**config.mk**
```make
export PLATFORM = sky130hd
export DESIGN_NAME = mxu_operand_feeder
export DESIGN_NICKNAME = d
export VERILOG_FILES = /design/src/rtl/mxu_pkg.sv /design/src/rtl/mxu_skew_lane.sv /design/src/rtl/mxu_operand_feeder.sv
export SDC_FILE = /design/constraint.sdc
export NUM_CORES = 1
export LEC_CHECK = 0
export ABC_CLOCK_PERIOD_IN_PS = 3200
export CORE_UTILIZATION = 47
export CTS_BUF_LIST = sky130_fd_sc_hd__clkbuf_2
export DETAILED_ROUTE_END_ITERATION = 12
export GPL_ROUTABILITY_DRIVEN = 0
export HOLD_SLACK_MARGIN = 0.05
export PLACE_DENSITY = 0.88
export SKIP_LAST_GASP = 1
export SLEW_MARGIN = 15
export SYNTH_ARGS = -nofsm -noshare
export SYNTH_HDL_FRONTEND = slang
export SYNTH_HIERARCHICAL = 1
export SYNTH_SLANG_ARGS = --single-unit
```
**constraint.sdc**
```tcl
create_clock -name clk -period 3.2 [get_ports clk]
set_clock_uncertainty 0.05 [all_clocks]
set_input_delay 0.32 -clock clk [delete_from_list [all_inputs] [get_ports clk]]
set_output_delay 0.32 -clock clk [all_outputs]
set_load 0.03 [all_outputs]
```
**src/rtl/mxu_pkg.sv**
```systemverilog
// Shared constants for the systolic matrix unit: feeder FSM states and phase lengths
// so the feeder, array and result collector agree on cycle counts.
package mxu_pkg;

    typedef enum logic [2:0] {
        IDLE,
        CLEAR,
        FEED,
        DRAIN,
        DONE
    } feeder_state_t;

    typedef struct packed {
        logic [15:0] feed;
        logic [15:0] drain;
    } phase_len_t;

    // Skewed feed spans 2*DIM-1 cycles; the last product needs DIM more to settle.
    function automatic phase_len_t phase_lens(input int dim);
        phase_len_t p;
        p.feed  = 16'(2 * dim - 1);
        p.drain = 16'(dim);
        return p;
    endfunction

endpackage

```
**src/rtl/mxu_skew_lane.sv**
```systemverilog
// One edge lane of the operand skew: emits vec[t-lane] while that index falls
// inside the vector, otherwise zero.
module mxu_skew_lane #(
    parameter int DIM   = 8,
    parameter int WIDTH = 4,
    parameter int CW    = 4
) (
    input  logic [DIM-1:0][WIDTH-1:0] vec,
    input  logic [CW-1:0]             lane,
    input  logic [CW-1:0]             t,
    input  logic                      feed_valid,
    output logic [WIDTH-1:0]          elem
);

    logic [CW-1:0] k;
    logic          in_win;

    // Unsigned wrap of t-lane is harmless: the t >= lane term rejects it.
    assign k      = t - lane;
    assign in_win = feed_valid && (t >= lane) && (k <= CW'(DIM - 1));

    always_comb begin
        elem = '0;
        for (int e = 0; e < DIM; e++) begin
            if (in_win && (k == CW'(e))) begin
                elem = vec[e];
            end
        end
    end

endmodule

```
**src/rtl/mxu_operand_feeder.sv**
```systemverilog
// Operand feeder for the output-stationary systolic array: captures an A/B pair,
// then sequences accumulator clear, diagonally skewed edge feed, drain and done.
module mxu_operand_feeder
    import mxu_pkg::*;
#(
    parameter int DIM   = 8,
    parameter int WIDTH = 4
) (
    input  logic                                 clk,
    input  logic                                 reset_n,
    input  logic                                 in_valid,
    output logic                                 in_ready,
    input  logic [DIM-1:0][DIM-1:0][WIDTH-1:0]   in_a,
    input  logic [DIM-1:0][DIM-1:0][WIDTH-1:0]   in_b,
    output logic [DIM-1:0][WIDTH-1:0]            west_out,
    output logic [DIM-1:0][WIDTH-1:0]            north_out,
    output logic                                 feed_valid,
    output logic                                 acc_clear,
    output logic                                 finished
);

    localparam int                CW         = $clog2(2 * DIM);
    localparam phase_len_t        PL         = phase_lens(DIM);
    localparam logic [CW-1:0]     FEED_LAST  = CW'(PL.feed - 16'd1);
    localparam logic [CW-1:0]     DRAIN_LAST = CW'(PL.drain - 16'd1);

    feeder_state_t state, state_nx;
    logic [CW-1:0] cnt, cnt_nx;
    logic [DIM-1:0][DIM-1:0][WIDTH-1:0] a_q, b_q;
    logic [DIM-1:0][DIM-1:0][WIDTH-1:0] b_col;
    logic accept;

    // The reset pin is active-high despite its name.
    always_ff @(posedge clk) begin
        if (reset_n) begin
            state <= IDLE;
            cnt   <= '0;
            a_q   <= '0;
            b_q   <= '0;
        end else begin
            state <= state_nx;
            cnt   <= cnt_nx;
            if (accept) begin
                a_q <= in_a;
                b_q <= in_b;
            end
        end
    end

    assign accept = in_valid && (state == IDLE);

    always_comb begin
        state_nx   = state;
        cnt_nx     = cnt;
        in_ready   = 1'b0;
        feed_valid = 1'b0;
        acc_clear  = 1'b0;
        finished   = 1'b0;
        case (state)
            IDLE: begin
                in_ready = 1'b1;
                if (in_valid) state_nx = CLEAR;
            end
            CLEAR: begin
                acc_clear = 1'b1;
                cnt_nx    = '0;
                state_nx  = FEED;
            end
            FEED: begin
                feed_valid = 1'b1;
                if (cnt == FEED_LAST) begin
                    cnt_nx   = '0;
                    state_nx = DRAIN;
                end else begin
                    cnt_nx = cnt + CW'(1);
                end
            end
            DRAIN: begin
                if (cnt == DRAIN_LAST) begin
                    cnt_nx   = '0;
                    state_nx = DONE;
                end else begin
                    cnt_nx = cnt + CW'(1);
                end
            end
            DONE: begin
                finished = 1'b1;
                state_nx = IDLE;
            end
            default: state_nx = IDLE;
        endcase
    end

    // North lanes walk down a column of B, so present B transposed.
    always_comb begin
        for (int j = 0; j < DIM; j++) begin
            for (int k = 0; k < DIM; k++) begin
                b_col[j][k] = b_q[k][j];
            end
        end
    end

    for (genvar i = 0; i < DIM; i++) begin : g_lane
        mxu_skew_lane #(.DIM(DIM), .WIDTH(WIDTH), .CW(CW)) u_west (
            .vec        (a_q[i]),
            .lane       (CW'(i)),
            .t          (cnt),
            .feed_valid (feed_valid),
            .elem       (west_out[i])
        );
        mxu_skew_lane #(.DIM(DIM), .WIDTH(WIDTH), .CW(CW)) u_north (
            .vec        (b_col[i]),
            .lane       (CW'(i)),
            .t          (cnt),
            .feed_valid (feed_valid),
            .elem       (north_out[i])
        );
    end

endmodule

```
==> results of run 1 <==
==> metrics by stage <==
step	setup slack [ns]	TNS, ns	cell area (µm²)	cells
after global placement	-0.253	-3.08	32300	4295
after floorplan	0.0315	0	26000	3132
after detailed placement	-0.317	-4.45	32300	4295
==> cell usage after synthesis, types with 12 or more instances <==
cell type  count
nand2_1     1118
buf_2         56
clkbuf_1      68
dfxtp_1      519
buf_6         50
ha_1          66
nor2b_1       23
a31oi_1       15
a221o_1       15
and3_1        44
inv_1        141
o21ai_1       49
nand3_1       29
o2111ai_1     15
mux2i_1       20
buf_4         19
mux4_1        88
fa_1          16
a21oi_1      545
buf_8         12
==> cells by family after synthesis <==
group                    count (synthesis)  synth area share, %
multiplexers                           138                 11.6
AND/OR/NAND/NOR                       1254                 19.7
buffers and inverters                  357                 7.76
XOR/XNOR                                18                 1.56
flip-flops                             519                 40.5
AO/OA/AOI/OAI                          684                 14.4
other                                    2               0.0292
adder cells (fa/ha/maj)                 82                 4.46
==> flow_summary.toml, run 1 <==
[synth]
netlist_instances = 3054
syn_area_um2 = 25700
synth_edf_count = 0
synth_warnings = 6
synth-main-ff-cell = "dfxtp_1"
postSynthAreaPerCell_um2 = 8.41
synth_area_leaders = "dfxtp_1, nand2_1, a21oi_1, mux4_1, ha_1"
synth-seq-cells = 519
ys_seq_area_share_pct = 40.5
yosysTopAreaCellShare_pct = 40.5
yosys.area.top_type = "dfxtp_1"
async_flop_share_pct = 0
synth_cell_types = 51

[clocking]
cts_made_buffers = 134
clock-sinks = 519
cts-resized-gates = 467
htreeDepth = 4
ctsHoldBuffers = 923
max-clock-path-buffers = 3
root_buffer = "clkbuf_2"
cts_setup_buffers = 82

[floorplan]
start_util_pct = 47.6
die_w_um = 236
fp.dieH_um = 236
ios = 583
row_count = 85

[placement]
hpwl_mm = 58.9
io_buffers = 582

[run_status]
haltStage = "4_1_cts"
status = "aborted with a tool error"
stop_error = "[ERROR RSZ-0060] Max buffer count reached."
==> inputs of run 2 (changes only) <==
--- a/config.mk
+++ b/config.mk
@@ -5,13 +5,11 @@
 export SDC_FILE = /design/constraint.sdc
 export NUM_CORES = 1
 export LEC_CHECK = 0
-export ABC_CLOCK_PERIOD_IN_PS = 3200
-export CORE_UTILIZATION = 47
-export CTS_BUF_LIST = sky130_fd_sc_hd__clkbuf_2
+export ABC_CLOCK_PERIOD_IN_PS = 4160
+export CORE_UTILIZATION = 40
 export DETAILED_ROUTE_END_ITERATION = 12
 export GPL_ROUTABILITY_DRIVEN = 0
-export HOLD_SLACK_MARGIN = 0.05
-export PLACE_DENSITY = 0.88
+export PLACE_DENSITY_LB_ADDON = 0.15
 export SKIP_LAST_GASP = 1
 export SLEW_MARGIN = 15
 export SYNTH_ARGS = -nofsm -noshare
==> constraint.sdc (replaced) <==
create_clock -name clk -period 4.16 [get_ports clk]
set_clock_uncertainty 0.05 [all_clocks]
set_input_delay 0.416 -clock clk [delete_from_list [all_inputs] [get_ports clk]]
set_output_delay 0.416 -clock clk [all_outputs]
set_load 0.03 [all_outputs]
==> flow_summary.toml, run 2 <==
[route]
viasPerCell = 5.00
drtIter0Drc = 1629
post_drt_wl_per_cell_um = 18.3
drc = 0
wl_mm = 82.5
antenna_left = 0
routed-via-count = 22500
dr.pass1.iters = 5

[clocking]
cts_tree = "done"
clock_latency_ns = 0.61
path_clk_slew_ns = 0.06
cts_made_buffers = 56
htreeDepth = 2
root_buffer = "clkbuf_16"
max-clock-path-buffers = 3
clock-sinks = 519

[critical_path]
startpoint_type = "register"
cp_max_fo = 14
end_kind = "output pin"
crit_type = "reg2out"
cp_data_arrival_time_ns = 3.57
crit_required_ns = 3.69
rr_worst_depth = 5
ff2ff_setup_slack_ns = 1.83

[synth]
netlist_instances = 3054
synth_edf_count = 0
synth_cell_types = 51
synth_area_leaders = "dfxtp_1, nand2_1, a21oi_1, mux4_1, ha_1"
synth_warnings = 6
ys_seq_area_share_pct = 40.5
yosys-top-cells-count = "nand2_1, a21oi_1, dfxtp_1"
async_flop_share_pct = 0
synth-seq-cells = 519
yosys.area.top_type = "dfxtp_1"
synth-main-ff-cell = "dfxtp_1"
synth.most_common_cell = "nand2_1"
yosysTopAreaCellShare_pct = 40.5
syn_area_um2 = 25700
postSynthAreaPerCell_um2 = 8.41

[floorplan]
fp.dieH_um = 255
die_w_um = 255
core_um2 = 63300
start_util_pct = 40.6
dieArea_um2 = 65200
ios = 583
row_count = 92

[placement]
hpwl_mm = 59.2
dp.cells = 4380
dp_worst_setup_slack_ns = 0.273
io_buffers = 582

[global_routing]
grt_overflow = 0
track_usage_pct = 24.7
grt_pass1_wl_mm = 127
grt_pass1_vias = 21900
antenna_found_initial = 25
grt_start_max_net_pins = 123

[timing]
whs_ns = 0.269
min_period_ns = 4.04
slew_violations = 0
max_slew_margin_pct = 37.8
timing.fmax_ghz = 0.248
finalCritPeriodShare_pct = 97.1
timing.final.ws_setup_ns = 0.122
tightest_slew_ns = 0.933
setup_viol = 0
finalHoldViolCount = 0

[layout]
layout.cells.most_common = "nand2_1"
layout_common_cells = "nand2_1, a21oi_1, clkdlybuf4s50_1, dfxtp_1, inv_1"
fin_util_pct = 53.8
fill_cells = 6083
syn_to_final_growth_pct = 32.7
layout-drive-gt1-share_pct = 5.78
stdcell_count = 4511
layout.nets = 4204
multi_input_area_um2 = 13600
regArea_um2 = 10400

[flow_run]
max-cap-violations = 0

[run_status]
status = "complete, no violations"

[power_and_ir_drop]
power.density_nw_per_um2 = 525
peakVddDrop_mv = 0.398
power.leakage_nw = 13.6
power_w = 0.0179

[hold_path]
hp-class = "in2reg"
whs_path_depth = 2
run 2: cell counts after synthesis:
No cell type changed its count.
run 2: final timing paths:
| kind | startpoint | to |
|---|---|---|
| max | cnt[1]$_SDFFE_PP0P_ | north_out[10] |
| min | reset_n | a_q[57]$_SDFFE_PP0P_ |
| max reg2reg | state[1]$_SDFFE_PP0P_ | cnt[3]$_SDFFE_PP0P_ |
| min reg2reg | b_col[106]$_SDFFE_PP0P_ | b_col[106]$_SDFFE_PP0P_ |
run 2: routing by layer:
metal,part of all wire [%],up-vias,GRT usage (%)
met2,49,498,42.0
met3,4.9,130,4.58
met5,0.14,-,0
met4,2.6,18,8.32
met1,44,10500,31.4
li1,-,11400,-
run 2: cells by family after synthesis:
logic type | synth area share, %
multiplexers | 11.6
other | 0.0292
XOR/XNOR | 1.56
AO/OA/AOI/OAI | 14.4
flip-flops | 40.5
buffers and inverters | 7.76
adder cells (fa/ha/maj) | 4.46
AND/OR/NAND/NOR | 19.7
run 2: worst max-delay path, stage by stage (launching register included):
cell and delay [ns]:
dfxtp_4 0.51, inv_1 0.10, fa_1 0.50, xnor2_4 0.22, buf_12 0.16, mux4_1 0.55
nand2_1 0.08, o21ai_1 0.06, and3_1 0.19, clkdlybuf4s50_1 0.59
run 2: what timing repair did:
item                                    CTS  global route
endpoints found under the setup margin   44            12
setup buffers                            10             5
resized for setup                        21             4
pin swaps                                 7             3
hold buffers                              0             0
run 2: final cells by class:
class	count	share of cell area, %
multi-input combinational	2256	40.0
clock buffer	78	4.86
sequential	519	30.5
inverter	141	1.55
tap	846	3.11
timing repair buffer	633	18.9
clock inverter	25	1.02
antenna	13	0.0954
run 2: report_power, final:
group	total [W]	leakage (nW)	switching, W	internal [W]
clock	0.00540	0.988	0.00213	0.00327
sequential	0.00644	4.26	0.000514	0.00592
combinational	0.00605	8.36	0.00345	0.00261
total	0.0179	13.6	0.00609	0.0118
run 2: metrics by stage:
stage               area (µm²)  TNS (ns)
global route             34100  -0.00535
finish                   34100         0
global placement         31800         0
detailed placement       31800         0
CTS                      34000         0
floorplan                26000         0
(Power assumes the default switching activity.)
==> inputs of run 3 (changes only) <==
--- a/config.mk
+++ b/config.mk
@@ -5,7 +5,9 @@
 export SDC_FILE = /design/constraint.sdc
 export NUM_CORES = 1
 export LEC_CHECK = 0
-export ABC_CLOCK_PERIOD_IN_PS = 4160
+export ABC_CLOCK_PERIOD_IN_PS = 3910
+export CORE_ASPECT_RATIO = 1.1
+export CORE_MARGIN = 3
 export CORE_UTILIZATION = 40
 export DETAILED_ROUTE_END_ITERATION = 12
 export GPL_ROUTABILITY_DRIVEN = 0
==> constraint.sdc (replaced) <==
create_clock -name clk -period 3.91 [get_ports clk]
set_clock_uncertainty 0.05 [all_clocks]
set_input_delay 0.391 -clock clk [delete_from_list [all_inputs] [get_ports clk]]
set_output_delay 0.391 -clock clk [all_outputs]
set_load 0.03 [all_outputs]
==> flow_summary.toml, run 3 (synthesis gave the netlist of run 2 again) <==
[run_status]
status = "complete, no violations"

[clocking]
cts_tree = "done"
htreeDepth = 2
clock-sinks = 519
root_buffer = "clkbuf_16"
cts_made_buffers = 57
max-clock-path-buffers = 3
ctsHoldBuffers = 0
path_clk_slew_ns = 0.06
clock_latency_ns = 0.60

[layout]
stdcell_count = 4506
layout-drive-gt1-share_pct = 6.91
layout.nets = 4217
syn_to_final_growth_pct = 32.9
fill_cells = 6116
layout_common_cells = "nand2_1, a21oi_1, clkdlybuf4s50_1, dfxtp_1, inv_1"
layout.cells.most_common = "nand2_1"
fin_util_pct = 54.2

[critical_path]
path_buf_inv = 4
cp_max_fo = 7
cp_data_arrival_time_ns = 3.33
rr_worst_depth = 5
path_depth = 11
critPathTopFamily = "buffers and inverters"
crit_slowest_cell = "mux4_1"
crit_type = "reg2out"
end_kind = "output pin"
crit_required_ns = 3.47
crit_path_max_incr_delay_ns = 0.53
ff2ff_setup_slack_ns = 1.64
startpoint_type = "register"
path_cells = "buf_6, inv_1, ha_2, fa_2, xnor2_4, buf_12, mux4_1, nand2_1, o21ai_1, and3_1, dlygate4sd2_1"
crit_path_start = "cnt[0]$_SDFFE_PP0P_"
timing.rr.end = "cnt[3]$_SDFFE_PP0P_"
reg2reg_from = "state[1]$_SDFFE_PP0P_"
worstSetupEndpoint = "north_out[5]"

[floorplan]
die_w_um = 248
core_um2 = 62900
fp.dieH_um = 272
ios = 583
row_count = 96
start_util_pct = 40.8
dieArea_um2 = 67300

[timing]
rsz0062_at_grt = "true"
slew_violations = 0
min_period_ns = 3.77
tightest_slew_ns = 0.822
max_slew_margin_pct = 45.2
finalHoldViolCount = 0
timing.final.ws_setup_ns = 0.139
finalCritPeriodShare_pct = 96.4
setup_viol = 0
timing.fmax_ghz = 0.265
whs_ns = 0.151

[power_and_ir_drop]
power.density_nw_per_um2 = 554
peakVddDrop_mv = 0.370
power.leakage_nw = 13.8

[route]
wl_mm = 83.0
dr.pass1.iters = 5
viasPerCell = 5.00
post_drt_wl_per_cell_um = 18.4
routed-via-count = 22500
drc = 0
drtIter0Drc = 1238
antenna_left = 0

[global_routing]
grt_overflow = 0
antenna_found_initial = 16
grt_start_max_net_pins = 116
track_usage_pct = 23.7
grt_pass1_wl_mm = 124
grt_pass1_vias = 21600

[flow_run]
max-cap-violations = 0

[placement]
dp_worst_setup_slack_ns = 0.116
hpwl_mm = 59.3
dp.cells = 4371
io_buffers = 582

[hold_path]
hp-class = "in2reg"
-- run 3: changes by cell type in the layout (fill, tap and decap cells not counted), moves of 3 or more --
cell             previous run  this run
buf_12                     22        28
buf_4                      46        53
bufinv_16                   8         5
clkbuf_2                    0         9
clkbuf_8                   13         9
clkdlybuf4s15_2             0         3
clkdlybuf4s50_1           543       520
clkinvlp_4                  3         6
dlymetal6s2s_1              3        10
fa_1                       15         9
fa_2                        1         7
mux4_1                     88        84
mux4_2                     10        14
-- run 3: area by class of cell --
| class | instances | area [µm²] | area share (%) |
|---|---|---|---|
| inverters | 141 | 529 | 1.55 |
| flip-flops and latches | 519 | 10400 | 30.5 |
| diodes | 11 | 27.5 | 0.0806 |
| well taps | 833 | 1040 | 3.05 |
| repair buffers | 645 | 6580 | 19.3 |
| clock buffers | 73 | 1600 | 4.68 |
| clock inverters | 28 | 299 | 0.876 |
| multi-input cells | 2256 | 13700 | 40.0 |
-- run 3: worst min path at each step --
stage | startpoint | end | slack (ns) | depth (start not counted)
global route | reset_n | cnt[2]$_SDFFE_PP0P_ | 0.14 | 2
detailed placement | b_col[158]$_SDFFE_PP0P_ | b_col[158]$_SDFFE_PP0P_ | 0.39 | 2
global placement | b_col[59]$_SDFFE_PP0P_ | b_col[59]$_SDFFE_PP0P_ | 0.39 | 2
finish | reset_n | a_q[112]$_SDFFE_PP0P_ | 0.15 | 2
floorplan | a_q[120]$_SDFFE_PP0P_ | a_q[120]$_SDFFE_PP0P_ | 0.38 | 2
CTS | reset_n | a_q[112]$_SDFFE_PP0P_ | 0.10 | 2
-- run 3: through the flow --
stage,TNS (ns),power [W],cell area (µm²)
CTS,-0.0129,0.0190,34000
global placement,0,0.0133,31900
global route,-0.00420,0.0200,34100
finish,0,0.0189,34100
floorplan,0,0.0117,26000
detailed placement,0,0.0133,31900
-- run 3: worst reg2reg max path: cells and delay by family, from the launching register on --
family / cells / cell delay (ns)
buffers and inverters: 1 / 0.57
DFF: 1 / 0.56
and+or+nand+nor: 2 / 0.66
AOI/OAI and AO/OA: 2 / 0.35
-- run 3: timing repair --
action / 4_1_cts / 5_1_grt
setup endpoints to repair: 57 / 40
pin swaps: 11 / 2
gates resized for setup: 43 / 45
setup buffers: 19 / 4
-- run 3: metal layers --
layer	share of wire, %	GRT usage, %	up-vias
li1	-	-	11400
met1	43	30.6	10500
met2	49	39.7	551
met3	6.6	4.79	109
met4	2.2	7.20	10
met5	0.11	0	-
-- run 3: report_power, final --
part,leakage [nW],switching [W],internal [W]
sequential,4.26,0.000552,0.00630
combinational,8.57,0.00370,0.00287
clock,0.928,0.00229,0.00320
==> inputs of run 4 (changes only) <==
--- a/config.mk
+++ b/config.mk
@@ -13,7 +13,6 @@
 export GPL_ROUTABILITY_DRIVEN = 0
 export PLACE_DENSITY_LB_ADDON = 0.15
 export SKIP_LAST_GASP = 1
-export SLEW_MARGIN = 15
 export SYNTH_ARGS = -nofsm -noshare
 export SYNTH_HDL_FRONTEND = slang
 export SYNTH_HIERARCHICAL = 1
==> results of run 4 <==
No change in the layout: final DEF, timing and power equal those of run 3.
